## config.mk

```make
export PLATFORM = sky130hd
export DESIGN_NAME = alu_rr_arbiter_flat
export DESIGN_NICKNAME = d
export VERILOG_FILES = /design/src/rtl/alu_rr_arbiter_if.sv /design/src/rtl/alu_rr_arbiter.sv /design/src/flat_wrapper.sv
export SDC_FILE = /design/constraint.sdc
export NUM_CORES = 1
export LEC_CHECK = 0
export CAP_MARGIN = 40
export CORE_MARGIN = 3
export CORE_UTILIZATION = 37
export CTS_CLUSTER_SIZE = 28
export DETAILED_ROUTE_END_ITERATION = 8
export PLACE_DENSITY = 0.76
export SLEW_MARGIN = 20
export SYNTH_ARGS = -nofsm -noshare
export SYNTH_HDL_FRONTEND = slang
export SYNTH_SLANG_ARGS = --single-unit
```

## constraint.sdc

```tcl
create_clock -name clk -period 1.2 [get_ports clk]
set_input_delay 0.12 -clock clk [delete_from_list [all_inputs] [get_ports clk]]
set_output_delay 0.12 -clock clk [all_outputs]
set_load 0.05 [all_outputs]
```

## src/rtl/alu_rr_arbiter_if.sv

```systemverilog
// alu_rr_arbiter_if: request, ALU and response signals of the shared-ALU arbiter.
interface alu_rr_arbiter_if #(
    parameter int W     = 4,
    parameter int OP_W  = 3,
    parameter int RES_W = 8
);
    // Requester port 0
    logic            req0_valid;
    logic            req0_ready;
    logic [W-1:0]    req0_A;
    logic [W-1:0]    req0_B;
    logic [OP_W-1:0] req0_opcode;

    // Requester port 1
    logic            req1_valid;
    logic            req1_ready;
    logic [W-1:0]    req1_A;
    logic [W-1:0]    req1_B;
    logic [OP_W-1:0] req1_opcode;

    // Shared ALU
    logic [W-1:0]     alu_A;
    logic [W-1:0]     alu_B;
    logic [OP_W-1:0]  alu_opcode;
    logic [RES_W-1:0] alu_result;
    logic             alu_carry;

    // Response and status
    logic             resp_valid;
    logic             resp_ready;
    logic             resp_id;
    logic [RES_W-1:0] resp_result;
    logic             resp_carry;
    logic             busy;
    logic [7:0]       ops_done;

    // Arbiter side
    modport slave (
        input  req0_valid, req0_A, req0_B, req0_opcode,
        input  req1_valid, req1_A, req1_B, req1_opcode,
        input  alu_result, alu_carry, resp_ready,
        output req0_ready, req1_ready,
        output alu_A, alu_B, alu_opcode,
        output resp_valid, resp_id, resp_result, resp_carry,
        output busy, ops_done
    );

    // Requester / ALU / consumer side
    modport master (
        output req0_valid, req0_A, req0_B, req0_opcode,
        output req1_valid, req1_A, req1_B, req1_opcode,
        output alu_result, alu_carry, resp_ready,
        input  req0_ready, req1_ready,
        input  alu_A, alu_B, alu_opcode,
        input  resp_valid, resp_id, resp_result, resp_carry,
        input  busy, ops_done
    );
endinterface

```

## src/rtl/alu_rr_arbiter.sv

```systemverilog
// alu_rr_arbiter: round-robin front end sharing one combinational ALU between
// two requesters. One operation at a time: accept (IDLE), EXEC, RESP.
module alu_rr_arbiter #(
    parameter int W     = 4,
    parameter int OP_W  = 3,
    parameter int RES_W = 8
) (
    input  logic            clk,
    input  logic            rst,
    alu_rr_arbiter_if.slave bus
);
    typedef enum logic [1:0] {
        IDLE = 2'd0,
        EXEC = 2'd1,
        RESP = 2'd2
    } state_t;

    state_t state, state_next;

    logic            ptr;          // port favoured when both are valid
    logic            grant_valid;
    logic            grant_id;
    logic [W-1:0]    sel_a;
    logic [W-1:0]    sel_b;
    logic [OP_W-1:0] sel_op;
    logic            accept;
    logic            resp_done;

    logic [W-1:0]     alu_a_q;
    logic [W-1:0]     alu_b_q;
    logic [OP_W-1:0]  alu_op_q;
    logic [RES_W-1:0] resp_result_q;
    logic             resp_carry_q;
    logic             resp_valid_q;
    logic             resp_id_q;
    logic [7:0]       ops_done_q;

    // Round-robin grant and operand select for the winning port.
    always_comb begin
        // NOTE: every combinational output gets a default first so no path leaves it unassigned (no latch).
        grant_valid = bus.req0_valid | bus.req1_valid;
        grant_id    = 1'b0;
        if (bus.req0_valid && bus.req1_valid) begin
            grant_id = ptr;
        end else if (bus.req1_valid) begin
            grant_id = 1'b1;
        end
        sel_a  = grant_id ? bus.req1_A      : bus.req0_A;
        sel_b  = grant_id ? bus.req1_B      : bus.req0_B;
        sel_op = grant_id ? bus.req1_opcode : bus.req0_opcode;
    end

    assign accept    = (state == IDLE) && grant_valid;
    assign resp_done = (state == RESP) && bus.resp_ready;

    // State register.
    always_ff @(posedge clk or posedge rst) begin
        // NOTE: sequential state uses non-blocking assignments so every flop samples pre-edge values.
        if (rst) begin
            state <= IDLE;
        end else begin
            state <= state_next;
        end
    end

    // Next-state logic: IDLE -> EXEC on grant, EXEC -> RESP always, RESP -> IDLE on handshake.
    always_comb begin
        state_next = state;
        case (state)
            IDLE:    if (grant_valid)    state_next = EXEC;
            EXEC:                        state_next = RESP;
            RESP:    if (bus.resp_ready) state_next = IDLE;
            default:                     state_next = IDLE;
        endcase
    end

    // Outputs decoded from state: ready only in IDLE for the granted port, held low in reset.
    always_comb begin
        bus.req0_ready = 1'b0;
        bus.req1_ready = 1'b0;
        bus.busy       = (state != IDLE);
        if (!rst && accept) begin
            bus.req0_ready = ~grant_id;
            bus.req1_ready =  grant_id;
        end
    end

    // Datapath: latch granted operands, capture ALU result, count completed responses.
    always_ff @(posedge clk or posedge rst) begin
        if (rst) begin
            ptr           <= 1'b0;
            alu_a_q       <= '0;
            alu_b_q       <= '0;
            alu_op_q      <= '0;
            resp_result_q <= '0;
            resp_carry_q  <= 1'b0;
            resp_valid_q  <= 1'b0;
            resp_id_q     <= 1'b0;
            ops_done_q    <= '0;
        end else begin
            if (accept) begin
                alu_a_q   <= sel_a;
                alu_b_q   <= sel_b;
                alu_op_q  <= sel_op;
                resp_id_q <= grant_id;
                ptr       <= ~grant_id;
            end
            if (state == EXEC) begin
                resp_result_q <= bus.alu_result;
                resp_carry_q  <= bus.alu_carry;
                resp_valid_q  <= 1'b1;
            end
            if (resp_done) begin
                resp_valid_q <= 1'b0;
                ops_done_q   <= ops_done_q + 8'd1;
            end
        end
    end

    assign bus.alu_A       = alu_a_q;
    assign bus.alu_B       = alu_b_q;
    assign bus.alu_opcode  = alu_op_q;
    assign bus.resp_valid  = resp_valid_q;
    assign bus.resp_id     = resp_id_q;
    assign bus.resp_result = resp_result_q;
    assign bus.resp_carry  = resp_carry_q;
    assign bus.ops_done    = ops_done_q;
endmodule
```

## src/flat_wrapper.sv

```systemverilog
// flat-port wrapper written by rule: the top's interface ports become plain ports
module alu_rr_arbiter_flat 
#(
    parameter int W     = 4,
    parameter int OP_W  = 3,
    parameter int RES_W = 8
)
  (clk, rst, bus_req0_valid, bus_req0_A, bus_req0_B, bus_req0_opcode, bus_req1_valid, bus_req1_A, bus_req1_B, bus_req1_opcode, bus_alu_result, bus_alu_carry, bus_resp_ready, bus_req0_ready, bus_req1_ready, bus_alu_A, bus_alu_B, bus_alu_opcode, bus_resp_valid, bus_resp_id, bus_resp_result, bus_resp_carry, bus_busy, bus_ops_done);
  alu_rr_arbiter_if #(.W(W), .OP_W(OP_W), .RES_W(RES_W)) bus_i ();
  input  logic clk;
  input  logic rst;
  input wire logic [$bits(bus_i.req0_valid)-1:0] bus_req0_valid;
  input wire logic [$bits(bus_i.req0_A)-1:0] bus_req0_A;
  input wire logic [$bits(bus_i.req0_B)-1:0] bus_req0_B;
  input wire logic [$bits(bus_i.req0_opcode)-1:0] bus_req0_opcode;
  input wire logic [$bits(bus_i.req1_valid)-1:0] bus_req1_valid;
  input wire logic [$bits(bus_i.req1_A)-1:0] bus_req1_A;
  input wire logic [$bits(bus_i.req1_B)-1:0] bus_req1_B;
  input wire logic [$bits(bus_i.req1_opcode)-1:0] bus_req1_opcode;
  input wire logic [$bits(bus_i.alu_result)-1:0] bus_alu_result;
  input wire logic [$bits(bus_i.alu_carry)-1:0] bus_alu_carry;
  input wire logic [$bits(bus_i.resp_ready)-1:0] bus_resp_ready;
  output wire logic [$bits(bus_i.req0_ready)-1:0] bus_req0_ready;
  output wire logic [$bits(bus_i.req1_ready)-1:0] bus_req1_ready;
  output wire logic [$bits(bus_i.alu_A)-1:0] bus_alu_A;
  output wire logic [$bits(bus_i.alu_B)-1:0] bus_alu_B;
  output wire logic [$bits(bus_i.alu_opcode)-1:0] bus_alu_opcode;
  output wire logic [$bits(bus_i.resp_valid)-1:0] bus_resp_valid;
  output wire logic [$bits(bus_i.resp_id)-1:0] bus_resp_id;
  output wire logic [$bits(bus_i.resp_result)-1:0] bus_resp_result;
  output wire logic [$bits(bus_i.resp_carry)-1:0] bus_resp_carry;
  output wire logic [$bits(bus_i.busy)-1:0] bus_busy;
  output wire logic [$bits(bus_i.ops_done)-1:0] bus_ops_done;
  assign bus_i.req0_valid = bus_req0_valid;
  assign bus_i.req0_A = bus_req0_A;
  assign bus_i.req0_B = bus_req0_B;
  assign bus_i.req0_opcode = bus_req0_opcode;
  assign bus_i.req1_valid = bus_req1_valid;
  assign bus_i.req1_A = bus_req1_A;
  assign bus_i.req1_B = bus_req1_B;
  assign bus_i.req1_opcode = bus_req1_opcode;
  assign bus_i.alu_result = bus_alu_result;
  assign bus_i.alu_carry = bus_alu_carry;
  assign bus_i.resp_ready = bus_resp_ready;
  assign bus_req0_ready = bus_i.req0_ready;
  assign bus_req1_ready = bus_i.req1_ready;
  assign bus_alu_A = bus_i.alu_A;
  assign bus_alu_B = bus_i.alu_B;
  assign bus_alu_opcode = bus_i.alu_opcode;
  assign bus_resp_valid = bus_i.resp_valid;
  assign bus_resp_id = bus_i.resp_id;
  assign bus_resp_result = bus_i.resp_result;
  assign bus_resp_carry = bus_i.resp_carry;
  assign bus_busy = bus_i.busy;
  assign bus_ops_done = bus_i.ops_done;
  alu_rr_arbiter #(.W(W), .OP_W(OP_W), .RES_W(RES_W)) u_core (.clk(clk), .rst(rst), .bus(bus_i));
endmodule
```

; After elaboration in Yosys (flattened, before gate mapping)
; Index checks and enable logic that the tools add are counted.
[classes]
mux = 12
n_bitwise = 2
n_addsub = 1
n_reduce_logical = 9
n_eq_ne = 4
[op_table]
columns = operator, n
row1 = $add 8x1->8 const B, 1
row2 = $mux 4, 2
row3 = $mux 1, 6
row4 = $pmux 2 s3, 1
row5 = $logic_and 1x1->1, 4
row6 = $mux 2, 2
row7 = $reduce_bool 2->1, 2
row8 = $mux 3, 1
row9 = $eq 2x1->1 const B, 1
row10 = $eq 2x2->1 const B, 1
row11 = $logic_not 2->1, 1
row12 = $ne 2x1->1 const B, 1
row13 = $ne 2x2->1 const B, 1
row14 = $reduce_and 2->1, 1
row15 = $logic_not 1->1, 1
row16 = $not 1->1, 1
row17 = $or 1x1->1, 1
[word_totals]
output_inout_bits = 33
word_cells = 38
regBits = 33
inputBits = 36

; Longest topological paths before layout
; Gate-level depths: netlist of the first run.
[logic_depth]
ltp_word = 4
ltp_mapped = 5
depth_no_buf = 4

; Worst setup path after synthesis of the first run
; Ideal clock, no wire load.
[synth_timing]
path_kind = register to output
from = register u_core.state[1]
to = output port bus_req1_ready
t_arrival_ns = 1.789
n_path_buf = 0
stages_incl_launch_ff = 4
required_ns = 1.080
setup_slack_ns = -0.709
cell_sequence = dfrtp_1 nor2_2 nand2_2 nor3_1
[synth_between]
elab_chain_cells = 4
[synth_lines]
columns = item, line
row1 = "start, declared", alu_rr_arbiter.sv:18  ; state_t state, state_next;
row2 = "start signal, assigned", alu_rr_arbiter.sv:62  ; state <= state_next;
row3 = $logic_not 2->1, alu_rr_arbiter.sv:53  ; assign accept = (state == IDLE) && grant_valid;
row4 = $logic_and 1x1->1, alu_rr_arbiter.sv:53
row5 = $logic_and 1x1->1, alu_rr_arbiter.sv:82  ; if (!rst && accept) begin
row6 = $mux 1, alu_rr_arbiter.sv:82
row7 = "end, declared", flat_wrapper.sv:24  ; output wire logic [$bits(bus_i.req1_ready)-1:0] bus_req1_ready;
; No other way between the ends.

; Worst setup path in the final report of the first run
[layout_timing]
from = register u_core.state[1]
to = output port bus_req0_ready
[layout_between]
elab_chain_cells = 4
[layout_lines]
columns = item, line
row1 = $logic_not 2->1, alu_rr_arbiter.sv:53
row2 = $logic_and 1x1->1, alu_rr_arbiter.sv:53
row3 = $logic_and 1x1->1, alu_rr_arbiter.sv:82
row4 = $mux 1, alu_rr_arbiter.sv:82
row5 = "end, declared", flat_wrapper.sv:23  ; output wire logic [$bits(bus_i.req0_ready)-1:0] bus_req0_ready;
; No other way between the ends.

==> results of run 1 <==
## report_power, final
group | internal [mW] | switching (mW) | total, mW
registers | 1.64 | 0.645 | 2.29
clock network | 0.399 | 0.394 | 0.794
logic | 2.84 | 2.80 | 5.64
## path summary, 6_finish.rpt
path                                                    start                            endpoint  slack (ns)  cells past startpoint
setup reg to reg                  u_core.state[1]$_DFFE_PP0P_  u_core.bus.ops_done[4]$_DFFE_PP0N_       -0.20                      6
setup / recovery                  u_core.state[1]$_DFFE_PP0P_                      bus_req0_ready       -0.22                      5
max in group asynchronous                                 rst  u_core.bus.ops_done[3]$_DFFE_PP0N_        0.47                      3
min in group clk                                bus_req0_A[1]     u_core.bus.alu_A[1]$_DFFE_PP0P_        0.42                      3
hold / removal                                            rst     u_core.bus.alu_A[0]$_DFFE_PP0P_        0.41                      3
hold reg to reg            u_core.bus.ops_done[7]$_DFFE_PP0N_  u_core.bus.ops_done[7]$_DFFE_PP0N_        0.54                      1
## state kept, by name, summed over array words and instances (netlist names)
signal,count
u_core.bus.alu_B,4
u_core.bus.resp_id,1
u_core.bus.alu_A,4
u_core.bus.resp_valid,1
u_core.ptr,1
u_core.bus.resp_result,8
u_core.bus.ops_done,8
u_core.bus.alu_opcode,3
u_core.bus.resp_carry,1
u_core.state,2
## layout make-up
class	count	area, sq um	share of cell area [%]
clock buffer	5	68.8	2.40
clock inverter	3	17.5	0.612
inverter	5	22.5	0.787
multi-input combinational	91	681	23.8
sequential	33	835	29.2
tap	48	60.1	2.10
timing repair buffer	86	1180	41.1
## placed cells by master, fill, tap and decap left out, types with 2 or more instances in the layout
master           count
a21oi_1             12
a31oi_1             12
buf_12              32
buf_4               13
buf_6                3
buf_8                2
clkbuf_8             5
clkdlybuf4s50_1     35
clkinv_2             2
clkinvlp_4           2
dfrtp_1             26
dfrtp_2              7
inv_1                2
inv_2                2
mux2_1               8
mux2_4               2
nand2_1              4
nand2_2              2
nand3_1             11
nand4_1              2
nor2_4               2
nor3_4               2
o21ai_0             12
or2_1                2
xnor2_1              2
xor2_1               5
## routing by layer
layer / GRT usage [%] / vias up
li1: - / 662
met1: 18.2 / 641
met2: 31.6 / 68
met3: 6.38 / 4
met4: 7.02 / 0
met5: 0 / -
## stage by stage
step | setup TNS, ns | area [sq um] | total power, mW | util (%) | setup WS (ns)
floorplan | -0.0765 | 1540 | 4.79 | - | -0.0462
global placement | -2.48 | 2630 | 7.33 | 69.8 | -0.206
detailed placement | -3.42 | 2630 | 7.46 | 69.8 | -0.247
CTS | -2.16 | 2800 | 8.54 | 74.4 | -0.238
global route | -3.97 | 2860 | 9.11 | 75.9 | -0.284
finish | -2.31 | 2860 | 8.72 | 75.9 | -0.221
## critical path, cell delays in order (launching register included)
cell and delay, ns:
dfrtp_2 0.43, nor2_4 0.14, nand2_4 0.08, inv_2 0.06, and3_4 0.18, buf_12 0.13
## logic make-up after synthesis
kind of cell	count (synthesis)	synth area share (%)
buf+inv	13	4.75
fa+ha+maj	1	0.834
mux	10	7.51
flops	33	55.0
xor+xnor	7	4.09
compound gates	37	13.6
simple gates	36	14.2
## what timing repair did
| action | in CTS | in global routing |
|---|---|---|
| gates cloned | 0 | 1 |
| pin swaps | 8 | 4 |
| hold buffers | 0 | 0 |
| setup buffers | 5 | 3 |
| setup endpoints to repair | 6 | 34 |
| endpoints found under the hold margin | 0 | 0 |
| gates resized for setup | 13 | 9 |
==> impl_metrics.csv, run 1 <==
group,metric,value,unit
outcome,status,"finished, violations left",
sta,fin_ws,-0.221,ns
finish,finalNonFillerCells,271,
outcome,violations,"negative setup slack",
sta,slew_headroom,73.3,%
synthesis,synth_cell_types,31,
routing,wl_met2,2.09,mm
sta,finalHoldViolations,0,
finish,syn_to_final_growth,90.7,%
routing,routed_via_density,5.07,
routing,drc,0,
synthesis,synth_top_area_share,55.0,%
global_routing,grt_max_degree,34,
power,ir_worst_vdd,1670,uV
floorplanning,die_area,4850,sq um
hold_path,hold_class,"input pin to asynchronous set/reset pin",
job,maxCapViolCount,0,
synthesis,synthTopCellsByCount,"33 x dfrtp_1, 12 x a21oi_1, 12 x a31oi_1, 12 x o21ai_0, 11 x nand3_1",
routing,wl_met1,1.50,mm
power,p_leak,1.24,nW
power,powerDensity,3050,nW/um^2
routing,ant_nets,0,
routing,drtIter0Drc,62,
global_routing,antenna_found_initial,0,
synthesis,synthArstFlopShare,100,%
routing,wl_per_cell,14.6,um
floorplanning,start_util,39.8,%
floorplanning,die_w,69.7,um
global_routing,grt.total_usage,17.4,%
cts,cts_tree,"built",
routing,vias,1375,
global_routing,grt_pass1_wl,6.71,mm
worst_setup_path,end_kind,"output pin",
synthesis,yosysTopAreaCell,"dfrtp_1",
sta,fmax,0.704,GHz
synthesis,synth_flop_cell,"dfrtp_1",
cts,cts_buffer_depth,2,
finish,num_antenna_cells,0,
cts,numCtsBuffers,5,
sta,rsz0062_at_grt,"yes",
cts,clk-insertion-delay-late,0.28,ns
routing,first_pass_iters,4,
place,dp_hpwl,3.06,mm
synthesis,synth_enable_flop_cells,0,
synthesis,yosys.cell_count.top_type,"dfrtp_1",
sta,timing.final.crit_share,118,%
worst_setup_path,cp.arrival,1.30,ns
floorplanning,core-area,3770,sq um
sta,slew_viol_final,0,
place,numPortBuffers,68,
routing,dr.max_layer_used,"met4",
finish,drive_gt1_share,37.7,%
worst_setup_path,path_max_fanout,3,
finish,fillers,236,
routing,wl_met3,332,um
global_routing,grt-ovfl-total,0,
sta,holdWs,0.409,ns
routing,wl,3.96,mm
global_routing,grt_pass1_vias,1447,
cts,clkSlewWorstSetupHoldPaths,0.07,ns
synthesis,ys_seq_area_share,55.0,%
worst_setup_path,start_kind,"flip-flop",
synthesis,synth_area_leaders,"dfrtp_1 55%, mux2_1 6.8%, a31oi_1 5.0%, a21oi_1 4.0%, o21ai_0 4.0%",
place,gp_congestion,0.759,
sta,worst_pin_slew,0.401,ns
synthesis,synth_area,1500,sq um
synthesis,synthCells,137,
cts,cts-htree-levels,2,
synthesis,avgSynthCellArea,11.0,sq um
worst_setup_path,critical_path_class,"flip-flop to output pin",
floorplanning,row_count,22,
sta,min_period,1.42,ns
synthesis,synth-seq-cells,33,
place,dp.cells,256,
cts,cts_root_buf,"clkbuf_8",
floorplanning,io_pins,69,
synthesis,yosysWarnings,0,
synthesis,synth_fp_nets,174,
finish,final_nets,259,
sta,setup-violations-final,24,
cts,cts.sinks,33,
sta,clock_skew,0.00604,ns
worst_setup_path,worst-endpoint-required,1.08,ns
floorplanning,die_y,69.7,um
Note: power is estimated with default switching activity, not from simulation.
==> run 2, diff against run 1 <==
--- a/config.mk
+++ b/config.mk
@@ -8,7 +8,6 @@
 export CAP_MARGIN = 40
 export CORE_MARGIN = 3
 export CORE_UTILIZATION = 37
-export CTS_CLUSTER_SIZE = 28
 export DETAILED_ROUTE_END_ITERATION = 8
 export PLACE_DENSITY = 0.76
 export SLEW_MARGIN = 20
==> results of run 2 <==
No change in the layout: final DEF, timing and power equal those of run 1.
==> run 3, diff against run 2 <==
==> constraint.sdc (replaced) <==
create_clock -name clk -period 1.21 [get_ports clk]
set_input_delay 0.121 -clock clk [delete_from_list [all_inputs] [get_ports clk]]
set_output_delay 0.121 -clock clk [all_outputs]
set_load 0.05 [all_outputs]
==> run 3 against run 2 <==
Largest power group unchanged. Wire length grew 4.7%. Total power is 1.5% higher. Critical path type unchanged. Critical endpoint unchanged. Non-clock buffer count fell by 4. Critical path depth unchanged. Final cell count is 1.1% lower. Core utilization up 0.60 points. Sequential power about the same. The flow still finishes with violations (negative setup slack).
==> impl_metrics.csv, run 3 (synthesis results as in run 1) <==
group,metric,value,unit
finish,fin_area,2880,sq um
sta,finalHoldViolations,0,
finish,layout_commonest_cell,"clkdlybuf4s50_1",
finish,fillers,211,
routing,vias,1383,
routing,wl,4.15,mm
worst_setup_path,cp.arrival,1.29,ns
cts,cts.sinks,33,
worst_setup_path,worst-endpoint-required,1.09,ns
routing,drtIter0Drc,89,
power,p_leak,1.29,nW
cts,clk-insertion-delay-late,0.27,ns
cts,numCtsBuffers,5,
cts,cts_root_buf,"clkbuf_8",
worst_setup_path,critical_path_class,"flip-flop to output pin",
finish,syn_to_final_growth,92.2,%
routing,first_pass_iters,4,
floorplanning,die_area,4850,sq um
power,ir_worst_vdd,1590,uV
worst_setup_path,r2r-start,"u_core.state[0]$_DFFE_PP0P_",
power,powerDensity,3070,nW/um^2
floorplanning,io_pins,69,
sta,slew_headroom,73.4,%
global_routing,grt_max_degree,34,
worst_setup_path,reg2reg_to,"u_core.bus.ops_done[4]$_DFFE_PP0N_",
worst_setup_path,rr_worst_depth,4,
worst_setup_path,reg2reg_slack,-0.17,ns
hold_path,hp-start,"bus_req0_valid",
cts,cts_buffer_depth,2,
place,gp_congestion,0.759,
cts,hold_buffers,0,
job,maxCapViolCount,0,
finish,final_nets,256,
routing,drc,0,
global_routing,grt_pass1_wl,6.58,mm
global_routing,grt_pass1_vias,1414,
sta,clock_skew,0.00535,ns
global_routing,grt.total_usage,16.9,%
sta,tns,-0.940,ns
global_routing,antenna_found_initial,0,
sta,slew_viol_final,0,
floorplanning,row_count,22,
worst_setup_path,start_kind,"flip-flop",
finish,drive_gt1_share,40.5,%
sta,timing.final.crit_share,117,%
sta,holdWs,0.391,ns
cts,cts_tree,"built",
finish,finalNonFillerCells,268,
floorplanning,core-area,3770,sq um
sta,worst_pin_slew,0.399,ns
sta,fmax,0.708,GHz
place,dp_hpwl,3.08,mm
place,place_area,2630,sq um
floorplanning,die_y,69.7,um
finish,final_cell_mix,"34 x clkdlybuf4s50_1, 32 x buf_12, 26 x dfrtp_1, 13 x buf_4, 12 x a21oi_1",
cts,clkSlewWorstSetupHoldPaths,0.06,ns
outcome,violations,"negative setup slack",
hold_path,min_to,"u_core.ptr$_DFFE_PP0P_",
place,dp.cells,256,
cts,cts-htree-levels,2,
sta,rsz0062_at_grt,"yes",
place,numPortBuffers,68,
global_routing,grt-ovfl-total,0,
hold_path,hold_class,"input pin to flip-flop",
routing,ant_nets,0,
floorplanning,start_util,39.8,%
routing,routed_via_density,5.16,
finish,num_antenna_cells,0,
worst_setup_path,path_max_fanout,3,
outcome,status,"finished, violations left",
sta,min_period,1.41,ns
hold_path,whs_path_depth,3,
worst_setup_path,end_kind,"output pin",
floorplanning,die_w,69.7,um
sta,fin_ws,-0.202,ns
routing,wl_per_cell,15.5,um
sta,setup-violations-final,15,
==> run 3: cell count changes in the layout (fill, tap and decap cells not counted), moves of 2 or more <==
cell and change:
buf_6 -2, clkinv_2 -2, nand2b_4 +2, mux2_4 +6, mux2_1 -7, buf_8 -2
==> run 3: metrics by stage <==
stage	setup WS [ns]	total power [mW]	utilization, %
2_1_floorplan	-0.0372	4.75	-
3_3_place_gp	-0.198	7.27	69.8
3_5_place_dp	-0.238	7.41	69.8
4_1_cts	-0.213	8.55	73.9
5_1_grt	-0.256	9.22	76.5
6_report	-0.202	8.85	76.5
==> run 3: worst max path at each step <==
stage | from | endpoint | cells past startpoint
finish | u_core.state[0]$_DFFE_PP0P_ | bus_req0_ready | 5
global route | u_core.state[0]$_DFFE_PP0P_ | bus_req0_ready | 5
CTS | u_core.state[0]$_DFFE_PP0P_ | bus_req0_ready | 5
detailed placement | bus_req0_valid | bus_req0_ready | 6
global placement | bus_req0_valid | bus_req0_ready | 6
floorplan | u_core.state[1]$_DFFE_PP0P_ | bus_req1_ready | 3
==> run 3: final cells by class <==
type	count	area, sq um	area share (%)
well taps	48	60.1	2.08
flip-flops and latches	33	835	28.9
multi-input cells	92	747	25.9
clock inverters	1	30.0	1.04
repair buffers	82	1100	38.3
inverters	5	22.5	0.781
clock buffers	7	86.3	2.99
==> run 3: critical path: stages (launching register included) <==
cell	delay, ns
dfrtp_2	0.42
nor2_4	0.14
nand2_4	0.08
inv_2	0.07
and3_4	0.18
buf_12	0.13
==> run 3: routing by layer <==
layer | part of all wire, % | GRT usage, % | up-vias
met3 | 7.9 | 6.23 | 8
met1 | 38 | 18.6 | 655
li1 | - | - | 651
met4 | 1.3 | 5.53 | 0
met5 | 0 | 0 | -
met2 | 52 | 30.1 | 69
==> run 3: report_power, final <==
| group | internal [mW] | switching [mW] | leakage [nW] |
|---|---|---|---|
| Sequential | 1.63 | 0.645 | 0.382 |
| Clock | 0.671 | 0.374 | 0.0585 |
| Combinational | 2.73 | 2.80 | 0.845 |
| Total | 5.03 | 3.81 | 1.29 |
==> run 3: timing repair <==
item,CTS,global route
gates cloned,0,2
setup buffers,3,0
gates resized for setup,6,23
endpoints found under the setup margin,6,32
pin swaps,7,4
